**config.mk**
```make
export PLATFORM = sky130hd
export DESIGN_NAME = project_req_drain
export DESIGN_NICKNAME = d
export VERILOG_FILES = /design/src/rtl/project_req_pkg.sv /design/src/rtl/project_req_skid2.sv /design/src/rtl/project_req_drain.sv
export SDC_FILE = /design/constraint.sdc
export NUM_CORES = 1
export LEC_CHECK = 0
export ABC_AREA = 1
export CORE_UTILIZATION = 45
export CTS_CLUSTER_DIAMETER = 200
export DETAILED_ROUTE_END_ITERATION = 10
export PLACE_DENSITY_LB_ADDON = 0.1
export SKIP_LAST_GASP = 1
export SYNTH_ARGS = -nofsm -noshare
export SYNTH_HDL_FRONTEND = slang
export SYNTH_SLANG_ARGS = --single-unit
```
**constraint.sdc**
```tcl
create_clock -name clk -period 1.3 [get_ports clk]
set_input_delay 0.195 -clock clk [delete_from_list [all_inputs] [get_ports clk]]
set_output_delay 0.195 -clock clk [all_outputs]
set_load 0.02 [all_outputs]
```
**src/rtl/project_req_pkg.sv**
```systemverilog
// Shared types and constants for the request-FIFO drain path.
package project_req_pkg;

  localparam int REQ_WIDTH  = 21;
  localparam int STAT_WIDTH = 32;

  // Occupancy of the two-entry output buffer.
  typedef enum logic [1:0] {
    EMPTY = 2'd0,
    ONE   = 2'd1,
    TWO   = 2'd2
  } drain_state_t;

endpackage

```
**src/rtl/project_req_skid2.sv**
```systemverilog
// Two-slot output buffer with occupancy FSM.
// Slot0 is the head and is the registered output word; slot1 is the skid slot
// that absorbs the one extra entry popped in the cycle back-pressure arrives.
// `space` comes only from state, so the upstream pop decision never sees the
// downstream ready signal.
module project_req_skid2
  import project_req_pkg::*;
#(
  parameter int WIDTH = REQ_WIDTH
) (
  input  logic             clk,
  input  logic             reset,
  input  logic             push,
  input  logic [WIDTH-1:0] push_data,
  input  logic             pop,
  output logic             valid,
  output logic [WIDTH-1:0] data,
  output logic             space
);

  drain_state_t     state;
  logic [WIDTH-1:0] slot1;
  logic             xfer;

  assign xfer  = valid & pop;
  assign space = (state != TWO);

  // Occupancy FSM with slot writes; valid and head data are registered here.
  always_ff @(posedge clk or negedge reset) begin
    if (!reset) begin
      state <= EMPTY;
      valid <= 1'b0;
      data  <= '0;
      slot1 <= '0;
    end else begin
      case (state)
        EMPTY: begin
          if (push) begin
            data  <= push_data;
            valid <= 1'b1;
            state <= ONE;
          end
        end
        ONE: begin
          if (push && xfer) begin
            // Head leaves and the new entry replaces it in the same cycle.
            data <= push_data;
          end else if (push) begin
            slot1 <= push_data;
            state <= TWO;
          end else if (xfer) begin
            valid <= 1'b0;
            state <= EMPTY;
          end
        end
        TWO: begin
          // No push can arrive here because space is low.
          if (xfer) begin
            data  <= slot1;
            state <= ONE;
          end
        end
        default: begin
          valid <= 1'b0;
          state <= EMPTY;
        end
      endcase
    end
  end

endmodule

```
**src/rtl/project_req_drain.sv**
```systemverilog
// Read-side drain for the request FIFO.
// Pops the FIFO only when it is non-empty, the block is enabled and the
// output buffer has room; buffered words are presented over valid/ready.
// Optional statistics counters are built when PROJECT_REQ_DRAIN_STATS_EN
// is defined.
module project_req_drain
  import project_req_pkg::*;
#(
  parameter int WIDTH = REQ_WIDTH
) (
  input  logic                  clk,
  input  logic                  reset,
  input  logic                  enable,
  input  logic                  fifo_empty,
  input  logic [WIDTH-1:0]      fifo_data,
  output logic                  fifo_read,
  output logic                  req_valid,
  output logic [WIDTH-1:0]      req_data,
  input  logic                  req_ready
`ifdef PROJECT_REQ_DRAIN_STATS_EN
  ,
  output logic [STAT_WIDTH-1:0] pop_count,
  output logic [STAT_WIDTH-1:0] stall_count
`endif
);

  logic space;

  // The FIFO tail advances on every read strobe, so the strobe must never
  // fire while the FIFO is empty, and it is held low throughout reset.
  assign fifo_read = reset & enable & ~fifo_empty & space;

  project_req_skid2 #(
    .WIDTH(WIDTH)
  ) u_skid2 (
    .clk      (clk),
    .reset    (reset),
    .push     (fifo_read),
    .push_data(fifo_data),
    .pop      (req_ready),
    .valid    (req_valid),
    .data     (req_data),
    .space    (space)
  );

`ifdef PROJECT_REQ_DRAIN_STATS_EN
  // Pop and downstream-stall counters, wrapping modulo 2^32.
  always_ff @(posedge clk or negedge reset) begin
    if (!reset) begin
      pop_count   <= '0;
      stall_count <= '0;
    end else begin
      if (fifo_read) begin
        pop_count <= pop_count + STAT_WIDTH'(1);
      end
      if (req_valid && !req_ready) begin
        stall_count <= stall_count + STAT_WIDTH'(1);
      end
    end
  end
`endif

endmodule

```
* Word level (Yosys, flattened, before mapping) *
Cells that the tools add are included.

operators by class
  eq/ne operators = 10
  muxes and demuxes = 15
  bitwise logic cells = 7
  reductions and logical operators = 7

operators by type and width
  kind                                                                     count
  21-bit two-way mux                                                       3
  21-bit one-hot mux with 3 select lines                                   1
  2-bit two-way mux                                                        5
  2-bit by 1-bit inequality test with 1-bit output, second input constant  4
  4-bit AND reduction                                                      2
  2-bit inequality test, second input constant                             3
  2-bit one-hot mux with 3 select lines                                    1
  5-bit AND reduction                                                      1
  1-bit bitwise AND                                                        4
  1-bit two-way mux                                                        4
  3-bit by 1-bit inequality test with 1-bit output, second input constant  1
  1-bit inverter                                                           3
  1-bit one-hot mux with 3 select lines                                    1
  3-bit AND reduction                                                      1
  3-bit nonzero test                                                       1
  2-bit by 1-bit equality test with 1-bit output, second input constant    1
  2-bit equality test, second input constant                               1
  2-bit logical NOT                                                        1
  1-bit logical AND                                                        1

storage, ports and cells
  register bits after elaboration = 45
  output and inout bits = 23

* Logic depth before layout (Yosys ltp) *
Gate-level depths: netlist of run 1.

  depth in word-level cells = 6
  depth in mapped cells = 8

* Modules after synthesis *
A second synthesis of run 1 with hierarchy kept.

unflattened totals
  cell total of the unflattened synthesis = 266
  area, all modules = 2070.7 µm²

modules (own cells, without submodules)
  module             instances  cells each  area an instance (µm²)
  project_req_skid2  1          262         2053.2
  project_req_drain  1          4           17.5

* Worst setup path after synthesis of run 1 *
OpenSTA, ideal clock, no wires.

  path kind = reg2out
  from = reg u_skid2.state[1]
  to = out fifo_read
  data arrival time = 1.080 ns
  data required time = 1.105 ns
  path slack = 0.025 ns
  stages on the path, launching flop included = 5
  path through = dfrtp_1 -> nand2_2 -> inv_2 -> buf_4 -> nor2_1

between the ends
  cells in the longest elaborated chain, start to end = 2

ends and longest elaborated chain
  what                    RTL line                 RTL
  from (decl)             project_req_skid2.sv:21  drain_state_t state;
  from (signal assigned)  project_req_skid2.sv:31  state <= EMPTY;
  from (signal assigned)  project_req_skid2.sv:41  state <= ONE;
  from (signal assigned)  project_req_skid2.sv:50  state <= TWO;
  2-bit inequality test   project_req_skid2.sv:26  assign space = (state != TWO);
  1-bit bitwise AND       project_req_drain.sv:31  assign fifo_read = reset & enable & ~fifo_empty & space;
  to (decl)               project_req_drain.sv:16  output logic fifo_read,

No other way between the ends.

* Worst setup path after layout of run 1 *
  from = reg u_skid2.state[0]
  to = out fifo_read

The elaborated chain is that of the path after synthesis.

==> key figures, run 1 <==
Clock network
  – Clock root cell: clkbuf_8
  – CTS max path bufs: 2
  – # clock sinks: 45
  – H-Tree Depth: 2
  – Hold-fix buffers, CTS: 0
  – CTS Buf Count: 5
  – Setup Buffers After CTS: 0
  – TritonCTS clock tree: yes
  – Clk slew on worst S/H paths: 0.07 ns
  – Clock latency on the worst-skew pair: around 0.29 ns

Setup path
  – CP most frequent cell: inv_2
  – Startpoint types: flop
  – Crit-path max FO: 2
  – Bufs and invs on worst path: 3
  – Worst r2r src: u_skid2.state[0]
  – Reg2Reg Setup Slack: 0.03 ns
  – CP endpoint kind: output pin
  – Delay-heaviest family, CP: flip-flops
  – Crit path DAT: 1.10 ns
  – CP peak stage delay: 0.41 ns
  – R2R Path End: u_skid2.slot1[11]
  – WS Path Type: flop to output pin
  – Worst path slowest cell: dfrtp_1
  – Worst endpoint required time: roughly 1.1 ns
  – Worst r2r path cells: 7
  – Critical path cell sequence: inv_2 -> nand2_4 -> inv_2 -> nor2_4 -> buf_6

Die
  – Chip Height: 70.4 um
  – # rows: 24
  – Die ar.: 4950 um2
  – Die width: ~70 um
  – Starting density of the core: between 40% and 50%
  – Core footprint: 4410 um2
  – # IOs: between 40 and 50

Pwr
  – Power Total: 5.83 mW
  – Leak: between 1.5 and 2 nW
  – Switch share: 40.7%
  – Clock power share: 13.5%
  – Comb pwr share: 45.7%
  – Power Internal: 3.46 mW
  – Power Dens Cells: 2060 nW/um2
  – Seq pwr share: 40.8%
  – VDD IR max: 0.00100 V
  – Psw: 2.37 mW

Route
  – Via count: 1911
  – Vias/cell: 4.94
  – DRC viols: 0
  – Routed Antenna Nets: 0
  – Initial DRC count: 156
  – Drt pass-1 iters: 4
  – Drt total wl: approximately 4.8 mm
  – DR WL/cell: 12.4 um

Timing
  – RSZ-0062 raised after global routing: yes
  – Period Utilization, post-route: ~99%
  – Tmin final: about 1.3 ns
  – Worst Skew: ~0.0030 ns
  – Relative slew slack: around 62%
  – Slew @ Worst Pin: between 0.5 and 0.6 ns
  – Fmax: 774 MHz
  – Fin. max-slew vios: 0
  – Final setup viols: 0
  – Hold Vio Cnt, Final: 0
  – Setup ws final: 0.00756 ns

Place
  – PortBufs: 48
  – Final HPWL DP: roughly 3.3 mm
  – Placed Cells: 381
  – Final RePlAce weighted congestion: 0.791
  – Setup slack at placement: -0.343 ns

Logic synthesis
  – Yosys warns: 0
  – Most frequent cells after synthesis: 159 x nand2_1, 45 x dfrtp_1, 44 x nand3_1, 13 x buf_2
  – Avg Cell Area, Syn: 7.57 um2
  – Count leader, synth: nand2_1
  – Post-synth EDFFs: 0
  – Seq/Total Area, Yosys: 53.5%
  – Synthesized cell area: 2100 um2
  – Post-synth top area cell: dfrtp_1
  – Synth unique cells: 13
  – Synth Flop Type: dfrtp_1
  – Flops & latches, synth: 45
  – Synth top area share: 53.5%
  – Post-synthesis cell count: around 280
  – Syn nets: slightly above 300
  – Asr flop ratio synth: between 90% and 100%
  – Synth area leaders: dfrtp_1 54%, nand2_1 28%, nand3_1 10%

Final layout
  – Final net count: 362
  – Fillers: 396
  – Post-Layout Cell Count: about 390
  – Share of layout cells above drive strength 1: 11.6%
  – Area Overhead vs Synth: 34.5%
  – ANT cells: 0
  – Register area: 1130 um2
  – Combined area of the multi-input logic cells: 907 um2

GRT
  – Total gr overflow: 0
  – Vias in the first global route: 1694
  – Largest net degree at the start of global routing: 46
  – First-pass GRT wire length: 8.21 mm
  – Total GRT Usage: 21.3%
  – Antenna violations before repair: 0

Status
  – Outcome: finished, final reports clean

Worst hold path
  – Worst min path class: primary input to asynchronous set/reset pin

Flow run
  – Max Cap Violations: 0
## layer usage
| layer | up-vias | share of wire [%] | GRT usage, % |
|---|---|---|---|
| li1 | 989 | - | - |
| met4 | 0 | 0.61 | 6.89 |
| met3 | 2 | 5.8 | 4.62 |
| met2 | 61 | 43 | 30.3 |
| met5 | - | 0 | 0 |
| met1 | 859 | 51 | 32.1 |
## flip-flops by register name (all words and copies together), names as in the netlist
name,flops
u_skid2.valid,1
u_skid2.slot1,21
u_skid2.data,21
u_skid2.state,2
## how the worst max path moves through the flow
stage / start / endpoint / depth (start not counted)
after detailed placement: enable / fifo_read / 4
after CTS: u_skid2.state[0] / fifo_read / 5
final: u_skid2.state[0] / fifo_read / 5
after floorplan: u_skid2.state[1] / fifo_read / 4
after global placement: enable / fifo_read / 4
after global routing: u_skid2.state[0] / u_skid2.slot1[6] / 7
## per-stage QoR
| stage | instance area, um2 | hold slack [ns] | setup TNS, ns | utilization, % |
|---|---|---|---|---|
| 2_1_floorplan | 2100 | -0.101 | 0 | - |
| 3_3_place_gp | 2730 | 0.394 | -8.53 | 61.8 |
| 3_5_place_dp | 2730 | 0.392 | -9.23 | 61.8 |
| 4_1_cts | 2770 | 0.0760 | -0.649 | 62.8 |
| 5_1_grt | 2830 | 0.0960 | -1.40 | 64.1 |
| 6_report | 2830 | 0.0606 | 0 | 64.1 |
## layout make-up
type,instances,share of cell area (%)
Clock buffer,5,2.43
Clock inverter,1,0.177
Inverter,5,0.663
Multi-Input combinational cell,212,32.0
Sequential cell,45,39.8
Tap cell,52,2.30
Timing Repair Buffer,67,22.6
## repair_timing
item	4_1_cts	5_1_grt
resized for setup	23	19
pin swaps	0	0
setup endpoints to repair	44	43
## cells in the final DEF, fill, tap and decap left out, drive strengths merged
master,netlist,layout
inv,5,5
nand2,162,162
nand3,44,44
nor3,1,1
o21ai,2,2
nor2,3,3
clkdlybuf4s50,0,24
dfrtp,45,45
buf,15,21
clkinv,0,1
clkbuf,1,5
dlygate4sd2,0,22
## worst register-to-register path, cell delays in order (launching register included)
cell and delay, ns:
dfrtp_1 0.39, inv_2 0.07, buf_4 0.15, nor3_4 0.20, nand2_2 0.09, buf_12 0.17
nand2_1 0.07, nand2_1 0.05
## kinds of logic (layout without fill, tap and decap cells)
kind of cell,after synthesis,count (layout),synth area share (%)
DFF,45,45,53.5
AOI/OAI and AO/OA,2,2,0.476
buffers and inverters,21,78,4.87
and+or+nand+nor,210,210,41.1
## power by group through the flow
stage / registers [mW] / clock network (mW) / logic, mW
floorplan: 2.80 / 0 / 1.21
global placement: 2.39 / 0 / 2.79
detailed placement: 2.41 / 0 / 2.84
CTS: 2.37 / 0.808 / 2.60
global route: 2.47 / 0.877 / 2.97
finish: 2.38 / 0.786 / 2.66
No activity file was read; power rests on OpenSTA's default activity.
==> run 2: changes to the inputs <==
==> constraint.sdc (replaced) <==
create_clock -name clk -period 1.12 [get_ports clk]
set_input_delay 0.168 -clock clk [delete_from_list [all_inputs] [get_ports clk]]
set_output_delay 0.168 -clock clk [all_outputs]
set_load 0.02 [all_outputs]
==> run 2 against run 1 <==
  * The run now ends with negative setup slack left
  * Utilization is 11 points higher
  * Register-to-register slack worse by 0.25 ns
  * Clock power rose by 37%
  * Wire length is 24% higher
  * Critical path type is now flop to flop
  * Global-route usage increased by 2.1 points
  * Final area rose by 16%
  * Clock-buffer cell count is 1 higher
  * Sequential cell count stayed put
  * Cell count is 5.2% higher
  * Non-clock buffer count grew 18
  * Largest power group unchanged
  * Die area unchanged
==> key figures, run 2 (synthesis results as in run 1) <==
Status
  – Outcome: finished with violations
  – Failing checks: negative setup slack

Timing
  – Fmax: 749 MHz
  – Hold Vio Cnt, Final: 0
  – Period Utilization, post-route: 119%
  – Setup ws final: -0.216 ns
  – Slew @ Worst Pin: 0.554 ns
  – Fin. max-slew vios: 0
  – Final setup viols: 45
  – Worst Skew: 0.00922 ns
  – RSZ-0062 raised after global routing: yes
  – Tmin final: 1.34 ns
  – TNS Setup: -7.66 ns
  – Relative slew slack: 63.1%

Flow run
  – Max Cap Violations: 0

Place
  – Placed Cells: 386
  – PortBufs: 48
  – Final HPWL DP: 3.40 mm
  – Final RePlAce weighted congestion: 0.784

Die
  – # rows: 24
  – Die ar.: 4950 um2
  – Starting density of the core: ~48%
  – Chip Height: 70.4 um
  – # IOs: ~50
  – Die width: 70.4 um
  – Core footprint: around 4400 um2

GRT
  – Total gr overflow: 0
  – Total GRT Usage: 23.4%
  – Antenna violations before repair: 0
  – Vias in the first global route: around 1800
  – First-pass GRT wire length: between 8 and 9 mm
  – Largest net degree at the start of global routing: 44

Setup path
  – CP endpoint kind: flop
  – CP peak stage delay: between 0.4 and 0.5 ns
  – Crit path DAT: 1.54 ns
  – Crit-path max FO: 5
  – Worst endpoint required time: approximately 1.3 ns
  – Reg2Reg Setup Slack: -0.22 ns
  – Critical path cell sequence: buf_6 -> o21ai_4 -> buf_12 -> nand2_8 -> clkbuf_16 -> nand2_4 -> nand2_1
  – Worst path slowest cell: dfrtp_1
  – WS Path Type: flop to flop
  – Startpoint types: flop

Clock network
  – H-Tree Depth: 2
  – Clock latency on the worst-skew pair: 0.31 ns
  – TritonCTS clock tree: yes
  – Clk slew on worst S/H paths: roughly 0.090 ns
  – CTS Buf Count: 5
  – CTS max path bufs: 2
  – Clock root cell: clkbuf_8
  – # clock sinks: 45

Route
  – Drt total wl: a little under 6 mm
  – DR WL/cell: about 15 um
  – DRC viols: 0
  – Routed Antenna Nets: 0
  – Drt pass-1 iters: 4
  – Vias/cell: 5.07
  – Via count: 2063
  – Initial DRC count: 208

Final layout
  – Top flop regs: u_skid2.data (21), u_skid2.slot1 (21), u_skid2.state (2)
  – ANT cells: 0
  – Commonest non-fill, non-tap cell in the layout: nand2_1
  – Post-Layout Cell Count: 407
  – Most frequent cells in the layout: 115 x nand2_1, 44 x dfrtp_1, 41 x nand3_1
  – Area Overhead vs Synth: 56.7%
  – Final net count: 380
  – Share of layout cells above drive strength 1: 36.1%
  – Fillers: approximately 340

Pwr
  – Leak: between 1.5 and 2 nW
  – Power Dens Cells: 2560 nW/um2
  – VDD IR max: 0.00118 V

Worst hold path
  – Worst min path class: primary input to asynchronous set/reset pin
## run 2: path summary, 6_finish.rpt
kind                                      to               from  depth (start not counted)
max                          u_skid2.data[8]   u_skid2.state[1]                          7
min                          u_skid2.data[6]              reset                          2
max reg2reg                  u_skid2.data[8]   u_skid2.state[1]                          7
min reg2reg                u_skid2.slot1[20]  u_skid2.slot1[20]                          2
max in group asynchronous   u_skid2.state[1]              reset                          3
min in group clk            u_skid2.state[0]              reset                          5
## run 2: routing by layer
layer	part of all wire [%]	GRT usage (%)	vias to the layer above
met5	0	0	-
li1	-	-	1029
met1	45	35.8	962
met4	1.1	7.11	0
met2	49	33.1	66
met3	4.9	4.76	6
## run 2: stage by stage
step | power, mW | hold slack [ns] | instance area, um2 | util (%) | setup WS [ns]
2_1_floorplan | 4.68 | -0.128 | 2130 | - | -0.114
3_3_place_gp | 6.06 | 0.123 | 2770 | 62.7 | -0.528
3_5_place_dp | 6.14 | 0.119 | 2770 | 62.7 | -0.535
4_1_cts | 7.46 | 0.0199 | 3070 | 69.5 | -0.147
5_1_grt | 8.94 | 0.0677 | 3300 | 74.7 | -0.252
6_report | 8.43 | 0.0137 | 3300 | 74.7 | -0.216
## run 2: where the power goes
part	switching, mW	internal [mW]
combinational	2.41	2.01
sequential	0.542	2.39
clock	0.576	0.501
total	3.52	4.90
## run 2: timing repair
action | CTS | global route
cloned | 2 | 3
hold endpoints to repair | 2 | 0
pin swaps | 5 | 4
hold buffers | 1 | 0
endpoints found under the setup margin | 67 | 63
buffers inserted | 4 | 5
gates resized for setup | 103 | 82
## run 2: worst max-delay path: cells and delay by family (launching register included)
kind                   cells  cell delay, ns
flip-flops                 1            0.43
AO/OA/AOI/OAI              1            0.15
AND/OR/NAND/NOR            3            0.18
buffers and inverters      3            0.48
## run 2: cell type report
| class | instances | area [um2] | area share [%] |
|---|---|---|---|
| inverter | 5 | 23.8 | 0.721 |
| clock inverter | 2 | 13.8 | 0.417 |
| sequential | 45 | 1130 | 34.2 |
| clock buffer | 6 | 82.6 | 2.50 |
| multi-input combinational | 212 | 1150 | 34.9 |
| timing repair buffer | 85 | 833 | 25.3 |
| tap | 52 | 65.1 | 1.97 |
